$ cat src/rtl/debounce_pkg.sv
// Shared definitions for the switch debouncer: counter sizing helper and the
// per-channel state encoding.
package debounce_pkg;

  // Channel state encoding.
  localparam logic ST_STABLE  = 1'b0;
  localparam logic ST_PENDING = 1'b1;

  typedef enum logic {
    CH_STABLE  = ST_STABLE,
    CH_PENDING = ST_PENDING
  } ch_state_e;

  // Ceiling log2 of n with a floor of 1 bit, so the counter can hold n-1.
  function automatic int unsigned cnt_width(input int unsigned n);
    int unsigned w;
    w = 1;
    while ((64'd1 << w) < 64'(n)) begin
      w = w + 1;
    end
    return w;
  endfunction

endpackage

$ cat src/rtl/debounce_bit.sv
// Single switch channel: SYNC_STAGES-deep synchronizer, stability counter,
// debounced level and registered one-cycle rise/fall strobes.
// The debug output o_state reports STABLE / PENDING for the channel.
module debounce_bit
  import debounce_pkg::*;
#(
  parameter int unsigned STABLE_CYCLES = 500000,
  parameter int unsigned SYNC_STAGES   = 2
) (
  input  logic      i_clk,
  input  logic      i_ar,
  input  logic      i_switch,
  output logic      o_level,
  output logic      o_rise,
  output logic      o_fall,
  output ch_state_e o_state
);

  localparam int unsigned CNT_W = cnt_width(STABLE_CYCLES);
  localparam logic [CNT_W-1:0] CNT_MAX = CNT_W'(STABLE_CYCLES - 1);

  logic [SYNC_STAGES-1:0] sync_q;
  logic [CNT_W-1:0]       cnt_q, cnt_d;
  logic                   level_q, level_d;
  logic                   rise_q, rise_d;
  logic                   fall_q, fall_d;
  logic                   s;

  assign s = sync_q[SYNC_STAGES-1];

  // Channel is PENDING whenever the synchronized input disagrees with the
  // debounced level; any bounce back makes it STABLE again immediately.
  assign o_state = (s != level_q) ? CH_PENDING : CH_STABLE;

  // Register all channel state; everything clears asynchronously on i_ar low.
  always_ff @(posedge i_clk or negedge i_ar) begin
    if (!i_ar) begin
      sync_q  <= '0;
      cnt_q   <= '0;
      level_q <= 1'b0;
      rise_q  <= 1'b0;
      fall_q  <= 1'b0;
    end else begin
      sync_q  <= {sync_q[SYNC_STAGES-2:0], i_switch};
      cnt_q   <= cnt_d;
      level_q <= level_d;
      rise_q  <= rise_d;
      fall_q  <= fall_d;
    end
  end

  // Next-state: count consecutive disagreeing cycles, flip on the last one.
  // The counter stops at CNT_MAX and is cleared on the flip, so it never wraps.
  always_comb begin
    cnt_d   = cnt_q;
    level_d = level_q;
    rise_d  = 1'b0;
    fall_d  = 1'b0;
    case (o_state)
      CH_STABLE: begin
        cnt_d = '0;
      end
      CH_PENDING: begin
        if (cnt_q == CNT_MAX) begin
          cnt_d   = '0;
          level_d = s;
          rise_d  = s;
          fall_d  = ~s;
        end else begin
          cnt_d = cnt_q + CNT_W'(1);
        end
      end
      default: begin
        cnt_d = '0;
      end
    endcase
  end

  assign o_level = level_q;
  assign o_rise  = rise_q;
  assign o_fall  = fall_q;

endmodule

$ cat src/rtl/switch_debounce.sv
// WIDTH independent switch debouncers with clean levels and one-cycle
// rise/fall strobes, all synchronous to i_clk.
// Optional status outputs (o_busy, o_changed) are built when the macro
// SWITCH_DEBOUNCE_STATUS_EN is defined.
module switch_debounce
  import debounce_pkg::*;
#(
  parameter int unsigned WIDTH         = 6,
  parameter int unsigned STABLE_CYCLES = 500000,
  parameter int unsigned SYNC_STAGES   = 2
) (
  input  logic             i_clk,
  input  logic             i_ar,
  input  logic [WIDTH-1:0] i_switches,
  output logic [WIDTH-1:0] o_level,
  output logic [WIDTH-1:0] o_rise,
`ifdef SWITCH_DEBOUNCE_STATUS_EN
  output logic [WIDTH-1:0] o_fall,
  output logic             o_busy,
  output logic             o_changed
`else
  output logic [WIDTH-1:0] o_fall
`endif
);

  logic [WIDTH-1:0] pending;

  for (genvar g = 0; g < WIDTH; g++) begin : g_ch
    ch_state_e ch_state;

    debounce_bit #(
      .STABLE_CYCLES(STABLE_CYCLES),
      .SYNC_STAGES  (SYNC_STAGES)
    ) u_bit (
      .i_clk   (i_clk),
      .i_ar    (i_ar),
      .i_switch(i_switches[g]),
      .o_level (o_level[g]),
      .o_rise  (o_rise[g]),
      .o_fall  (o_fall[g]),
      .o_state (ch_state)
    );

    assign pending[g] = (ch_state == CH_PENDING);
  end

`ifdef SWITCH_DEBOUNCE_STATUS_EN
  logic changed_q;

  assign o_busy = |pending;

  // Any strobe on any channel is reported one cycle later for one cycle.
  always_ff @(posedge i_clk or negedge i_ar) begin
    if (!i_ar) begin
      changed_q <= 1'b0;
    end else begin
      changed_q <= |(o_rise | o_fall);
    end
  end

  assign o_changed = changed_q;
`else
  logic unused_pending;
  assign unused_pending = ^pending;
`endif

endmodule

$ cat config.mk
export PLATFORM = sky130hd
export DESIGN_NAME = switch_debounce
export DESIGN_NICKNAME = d
export VERILOG_FILES = /design/src/rtl/debounce_pkg.sv /design/src/rtl/debounce_bit.sv /design/src/rtl/switch_debounce.sv
export SDC_FILE = /design/constraint.sdc
export NUM_CORES = 1
export LEC_CHECK = 0
export CAP_MARGIN = 20
export CORE_ASPECT_RATIO = 1.1
export CORE_MARGIN = 8
export CORE_UTILIZATION = 45
export DETAILED_ROUTE_END_ITERATION = 10
export HOLD_SLACK_MARGIN = 0.08
export PLACE_DENSITY = 0.63
export SLEW_MARGIN = 20
export SYNTH_ARGS = -nofsm -noshare
export SYNTH_HDL_FRONTEND = slang
export SYNTH_HIERARCHICAL = 1
export SYNTH_SLANG_ARGS = --single-unit
$ cat constraint.sdc
create_clock -name i_clk -period 3.65 [get_ports i_clk]
set_input_delay 0.5475 -clock i_clk [delete_from_list [all_inputs] [get_ports i_clk]]
set_output_delay 0.5475 -clock i_clk [all_outputs]
set_load 0.01 [all_outputs]
-- Word level (Yosys, flattened, before mapping)
Index checks and enable logic that the tools add are counted.
- bits in registers: 144
- bits in latches: 0
- RAM bits: 0
- bits in read-only memories: 0
- bits of input ports: 8
- output and inout port bits: 18
- word-level logic and storage cells: 108
- memories: 0
- $add $sub $neg: 6
- multiply operators: 0
- div/mod/pow operators: 0
- $lt $le $gt $ge: 0
- equal/unequal tests: 12
- shift operators: 0
- muxes and demuxes: 42
- bitwise logic cells: 12
- reduce and logical (&&, ||, !) cells: 6
- operators by type and width (cell ; count):
    $pmux W19 S2 ; 6
    $add A19 B1 Y19 const B ; 6
    $eq A19 B19 Y1 const B ; 6
    $mux W19 ; 6
    $mux W1 ; 30
    $not A1 Y1 ; 12
    $reduce_and A2 Y1 ; 6
    $ne A1 B1 Y1 ; 6

-- Longest topological paths before layout
- depth in word-level cells: 4
- mapped depth: 5
- gate-level depth less buffers: 5

-- Cells and area by module
The synthesis kept the hierarchy.
- modules (own cells, without submodules) (module ; instances ; cells an instance ; area an instance (µm²) ; sequential area each (µm²)):
    debounce_bit ; 6 ; 106 ; 1179.9 ; 600.6

-- Least setup slack after synthesis
Ideal clock, no wire load.
- path type: reg-to-reg
- start point: register g_ch[0].u_bit.cnt_q[0]
- end point: register g_ch[0].u_bit.cnt_q[18]
- library setup time: 78 ps
- data arrival time: 1704 ps
- required time: 3572 ps
- setup slack: 1869 ps
- cell stages (with the launch flop): 6
- buffers on the path: 0
- clock period less this slack: 1781 ps
- cells stage by stage: dfrtp_1 ha_1 nand3_4 or4_4 or3_1 a21oi_1
- longest elaborated chain between the ends: 3
- elaborated cells between the ends (all ways): 4
- those cells by class: add/sub (1); eq/ne (1); mux (2)
- RTL lines (element ; RTL line ; source):
    start: declaration ; debounce_bit.sv:23 ; logic [CNT_W-1:0] cnt_q, cnt_d;
    start signal: assignment ; debounce_bit.sv:45 ; cnt_q <= cnt_d;
    $add A19 B1 Y19 / $eq A19 B19 Y1 (equally long branches) ; debounce_bit.sv:70, debounce_bit.sv:64 ;
    $mux W19 * ; debounce_bit.sv:64 ; if (cnt_q == CNT_MAX) begin
    $pmux W19 S2 * ; debounce_bit.sv:59 ; case (o_state)
    via g_ch[0].u_bit.cnt_d[18] ; debounce_bit.sv:23 ;
The timed path passes the listed nets; every way through them passes the cells marked *.
A chain may end at the register's enable or synchronous reset.

-- Worst setup path in the final report
- start point: register g_ch[2].u_bit.cnt_q[12]
- end point: register g_ch[2].u_bit.cnt_q[3]
- longest elaborated chain between the ends: 3
- RTL lines (element ; RTL line):
    start: declaration ; debounce_bit.sv:23
    start signal: assignment ; debounce_bit.sv:45
    $eq A19 B19 Y1 ; debounce_bit.sv:64
    $mux W19 ; debounce_bit.sv:64
    $pmux W19 S2 ; debounce_bit.sv:59
    via g_ch[2].u_bit.cnt_d[3] ; debounce_bit.sv:23
The timed path passes the listed nets, and every way through them passes these cells.

==> impl_metrics.yaml <==
placement:
  dpl.cell_count: 844
  gp_congestion: 0.807
  portBuffers: 25
  hpwl_um: 8570
logic_synthesis:
  synth_top_area_share_pct: 50.9
  syn-num-nets: 650
  synth_area_leader_cell: "dfrtp_1"
  synthTopCellsByArea: "dfrtp_1 51%, xor2_1 5.2%, xnor2_1 4.5%"
  synth_area_per_cell_um2: 11.1
  ys_types: 34
  synth-seq-cells: 144
  syn_area_um2: 7080
  yosys_warnings: 6
  seq_area_frac_synth_pct: 50.9
  synth_cells: 636
timing:
  slew_violations: 0
  fin_crit_ns: 2.05
  rsz0062_at_grt: "no"
  worstMarginPinSlew_ns: 0.933
  finalHoldViolations: 0
  period_share_pct: 56.3
  max_slew_margin_pct: 37.6
  setup_tns_ns: 0
  max_freq_mhz: 487
  final-setup-viol-count: 0
  fin_worst_skew_ns: 0.00716
clocking:
  hold_buffers: 0
  post_cts_buffers: 0
  clockBufferDepth: 2
  cts_max_level: 4
  clock-sinks: 144
  path_clk_slew_ns: 0.06
  cts-buffers-inserted: 17
  clock_latency_ns: 0.41
  cts_tree: "yes"
  root_buffer: "clkbuf_16"
  ctsResizeCount: 0
critical_path:
  critPathArrivalTime_ns: 2.31
  end_kind: "flip-flop"
  critPathKind: "reg -> reg"
  worst_r2r_path_depth: 4
  reg2reg_to: "g_ch[2].u_bit/cnt_q[3]"
  required_ns: 3.91
  start_kind: "flip-flop"
  regToRegStartpoint: "g_ch[2].u_bit/cnt_q[12]"
  r2r_slack_ns: 1.60
  path_max_fanout: 17
finish:
  finalNonFillerCells: 876
  area_delta_synth_final_pct: 14.6
  drive_gt1_share_pct: 13.6
  fill_cells: 1338
  fin_nets: 677
  antennaDiodeCount: 0
  final_cell_mix: "144 x dfrtp_1, 78 x nor2_1, 42 x xor2_1"
  layout_commonest_cell: "dfrtp_1"
die:
  rows: 48
  die_area_um2: 20000
  initial_utilization_pct: 45.5
  die_w_um: 136
  io_pins: 26
  coreArea_um2: 15600
  die_y_um: 148
detailed_routing:
  wire_per_inst_um: 14.6
  firstDrtPassIters: 4
  vias: 4824
  drc: 0
  wl_um: 12800
  via_per_inst: 5.51
  first_iter_violations: 257
  ant_nets: 0
worst_hold_path:
  hold_class: "in -> async"
power:
  fin_total_pwr_mw: 3.54
  powerDensity_nw_per_um2: 436
  combinationalPowerShare_pct: 2.8
  p_sw_share_pct: 21.0
  p_seq_share_pct: 46.4
  p_leak_nw: 3.30
  max-vdd-ir-drop_mv: 0.325
  power.switching_mw: 0.742
  power.clock.fraction_pct: 50.8
  p_int_mw: 2.80
grt:
  antenna_found_initial: 0
  track_usage_pct: 13.9
  use_met2_pct: 22.3
  use_met3_pct: 3.77
  grt_pass1_wl_um: 22900
  gr-max-usage-layer: "met2"
  grtUsageMet1_pct: 16.6
  first_global_vias: 4989
  overflow: 0
  grt_max_degree: 98
run_status:
  status: "complete, no violations"
run:
  max-cap-violations: 0
state kept, by name, summed over array words and instances (netlist names):
signal,cells
g_ch.u_bit/cnt_q,114
g_ch.u_bit/sync_q,12
g_ch.u_bit/o_fall,6
g_ch.u_bit/o_level,6
g_ch.u_bit/o_rise,6
cell type report:
type	count	area (um^2)	share of cell area (%)
clock buffer	19	433	5.33
tap	200	250	3.08
sequential	144	3600	44.4
multi-input combinational	468	3350	41.3
timing repair buffer	26	272	3.35
clock inverter	13	186	2.30
inverter	6	22.5	0.278
worst max-delay path by stage:
stage                            start                       to  slack [ns]  depth (start not counted)
2_1_floorplan   g_ch[0].u_bit/cnt_q[0]  g_ch[0].u_bit/cnt_q[18]        1.87                          5
4_1_cts        g_ch[0].u_bit/cnt_q[11]   g_ch[0].u_bit/cnt_q[7]        1.57                          4
3_3_place_gp   g_ch[5].u_bit/cnt_q[12]  g_ch[5].u_bit/cnt_q[10]        1.65                          4
3_5_place_dp   g_ch[2].u_bit/cnt_q[12]   g_ch[2].u_bit/cnt_q[3]        1.59                          4
6_report       g_ch[2].u_bit/cnt_q[12]   g_ch[2].u_bit/cnt_q[3]        1.60                          4
5_1_grt        g_ch[2].u_bit/cnt_q[12]   g_ch[2].u_bit/cnt_q[5]        1.43                          4
worst max-delay path: stages, from the launching register on:
cell and delay (ns):
dfrtp_1 0.45, nor4b_4 0.31, nand2_2 0.11, o41ai_4 0.89, nor2_1 0.13
power by group through the flow:
stage	clock, mW	sequential [mW]	combinational [mW]
2_1_floorplan	0	1.67	0.0489
3_3_place_gp	0	1.67	0.0982
3_5_place_dp	0	1.67	0.101
4_1_cts	1.86	1.64	0.102
5_1_grt	1.92	1.65	0.114
6_report	1.80	1.64	0.0975
layer usage:
metal / up-vias / part of all wire [%]
li1: 2334 / -
met4: 0 / 2.2
met1: 2388 / 46
met3: 27 / 4.1
met2: 75 / 47
met5: - / 0
logic make-up after synthesis:
kind of cell | after synthesis | synth area share (%)
AOI/OAI and AO/OA | 66 | 6.79
xor gates and xnor gates | 78 | 9.65
muxes | 6 | 1.27
adders and majority gates | 6 | 1.06
DFF | 144 | 50.9
and+or+nand+nor | 312 | 28.5
buffers and inverters | 24 | 1.80
through the flow:
stage	area [um^2]	hold WS [ns]	util, %	setup WS (ns)
6_report	8120	0.233	52.2	1.60
5_1_grt	8120	0.313	52.2	1.43
4_1_cts	8120	0.267	52.2	1.57
3_5_place_dp	7500	0.335	48.2	1.59
3_3_place_gp	7500	0.335	48.2	1.65
2_1_floorplan	7080	0.252	-	1.87
synthesized netlist by cell type, drive strengths merged:
| library cell | instances |
|---|---|
| a21oi | 30 |
| and2 | 12 |
| and3 | 12 |
| and4 | 12 |
| buf | 18 |
| dfrtp | 144 |
| ha | 6 |
| inv | 6 |
| mux2 | 6 |
| nand2 | 42 |
| nand3 | 36 |
| nand4 | 24 |
| nand4b | 6 |
| nor2 | 78 |
| nor3 | 12 |
| nor3b | 12 |
| nor4 | 12 |
| nor4b | 6 |
| o21ai | 24 |
| o31ai | 6 |
| o41ai | 6 |
| or2 | 6 |
| or3 | 18 |
| or4 | 18 |
| or4b | 6 |
| xnor2 | 36 |
| xor2 | 42 |
Power figures use the tool's default switching activity.
==> RTL change, RTL diff (same flow settings) <==
`SYNC_STAGES` is set to 2 in 2 places; all go to 4.
--- a/src/rtl/debounce_bit.sv
+++ b/src/rtl/debounce_bit.sv
@@ -6,5 +6,5 @@
 #(
   parameter int unsigned STABLE_CYCLES = 500000,
-  parameter int unsigned SYNC_STAGES   = 2
+  parameter int unsigned SYNC_STAGES   = 4
 ) (
   input  logic      i_clk,
--- a/src/rtl/switch_debounce.sv
+++ b/src/rtl/switch_debounce.sv
@@ -8,5 +8,5 @@
   parameter int unsigned WIDTH         = 6,
   parameter int unsigned STABLE_CYCLES = 500000,
-  parameter int unsigned SYNC_STAGES   = 2
+  parameter int unsigned SYNC_STAGES   = 4
 ) (
   input  logic             i_clk,
Formal check against the unedited RTL: no difference found for any inputs over 10 cycles, from zero or initial values; that may be too few to reach the edited logic, so the function may still have changed.
==> RTL change against the unedited design <==
Clock skew increased by 0.0077 ns; count of clock-buffer cells in the layout is 1 lower; final area rose by 3.2%; sequential cell count is 12 higher; core utilization fell by 0.42 points; non-clock buffer count unchanged; synthesized area increased by 4.2%; critical path depth stayed put; total power increased by 1.1%; wire length rose by 5.1%; worst setup slack worse by 0.027 ns; largest cell class unchanged; highest routed layer unchanged.
==> RTL change: results <==
set metrics [dict create \
    timing.rr.start "g_ch[1].u_bit/cnt_q[12]" \
    vias_per_cell 5.48 \
    finalNetCount 689 \
    crit_end "g_ch[1].u_bit/cnt_q[14]" \
    synth.avg_cell_area_um2 11.4 \
    status "finished, final reports clean" \
    fin_ws_ns 1.57 \
    grt_first_pass_wirelength_um 24000 \
    reg_top3 "g_ch.u_bit/cnt_q x114, g_ch.u_bit/sync_q x24" \
    place.gp.congestion 0.795 \
    met3_length_um 490 \
    fin_cells 892 \
    ys_top_cells_by_area "dfrtp_1 53%, xor2_1 5.0%, xnor2_1 4.3%" \
    grt_pass1_vias 5152 \
    ys_seq_area_share_pct 52.9 \
    arrival_ns 2.33 \
    syn_nets 662 \
    route.met2.wl_um 6450 \
    finalClockSkew_ns 0.0149 \
    dpl-instance-area_um2 7800 \
    slew_headroom_pct 36.9 \
    drive_above_1_share_pct 13.7 \
    synth_commonest_cells "156 x dfrtp_1, 78 x nor2_1, 42 x xor2_1" \
    dp.cells 860 \
    p_leak_nw 3.43 \
    hpwl_um 8920 \
    ir_drop_mv 0.323 \
    grt_max_degree 99 \
]
## RTL change: changes by cell type after synthesis, sizes merged
cell and change:
dfrtp +12
## RTL change: kinds of logic after synthesis
kind of cell	after synthesis	share of synthesized area, %
fa+ha+maj	6	1.02
xor+xnor	78	9.26
buf+inv	24	1.73
flops	156	52.9
mux	6	1.22
simple gates	312	27.4
compound gates	66	6.51
## RTL change: power by group
part	internal, mW	switching [mW]
clock	0.970	0.727
sequential	1.76	0.0241
combinational	0.0323	0.0665
total	2.76	0.817
## RTL change: routing by layer
layer	GRT usage [%]	vias to the layer above
met5	0	-
met4	6.09	0
met3	3.82	21
met2	22.5	67
met1	16.6	2434
li1	-	2369
## RTL change: area by class of cell
| class | instances | area, um^2 |
|---|---|---|
| Timing Repair Buffer | 26 | 272 |
| Fill cell | 1445 | 7810 |
| Multi-Input combinational cell | 468 | 3350 |
| Clock buffer | 18 | 439 |
| Tap cell | 204 | 255 |
| Clock inverter | 14 | 136 |
| Inverter | 6 | 22.5 |
| Sequential cell | 156 | 3900 |
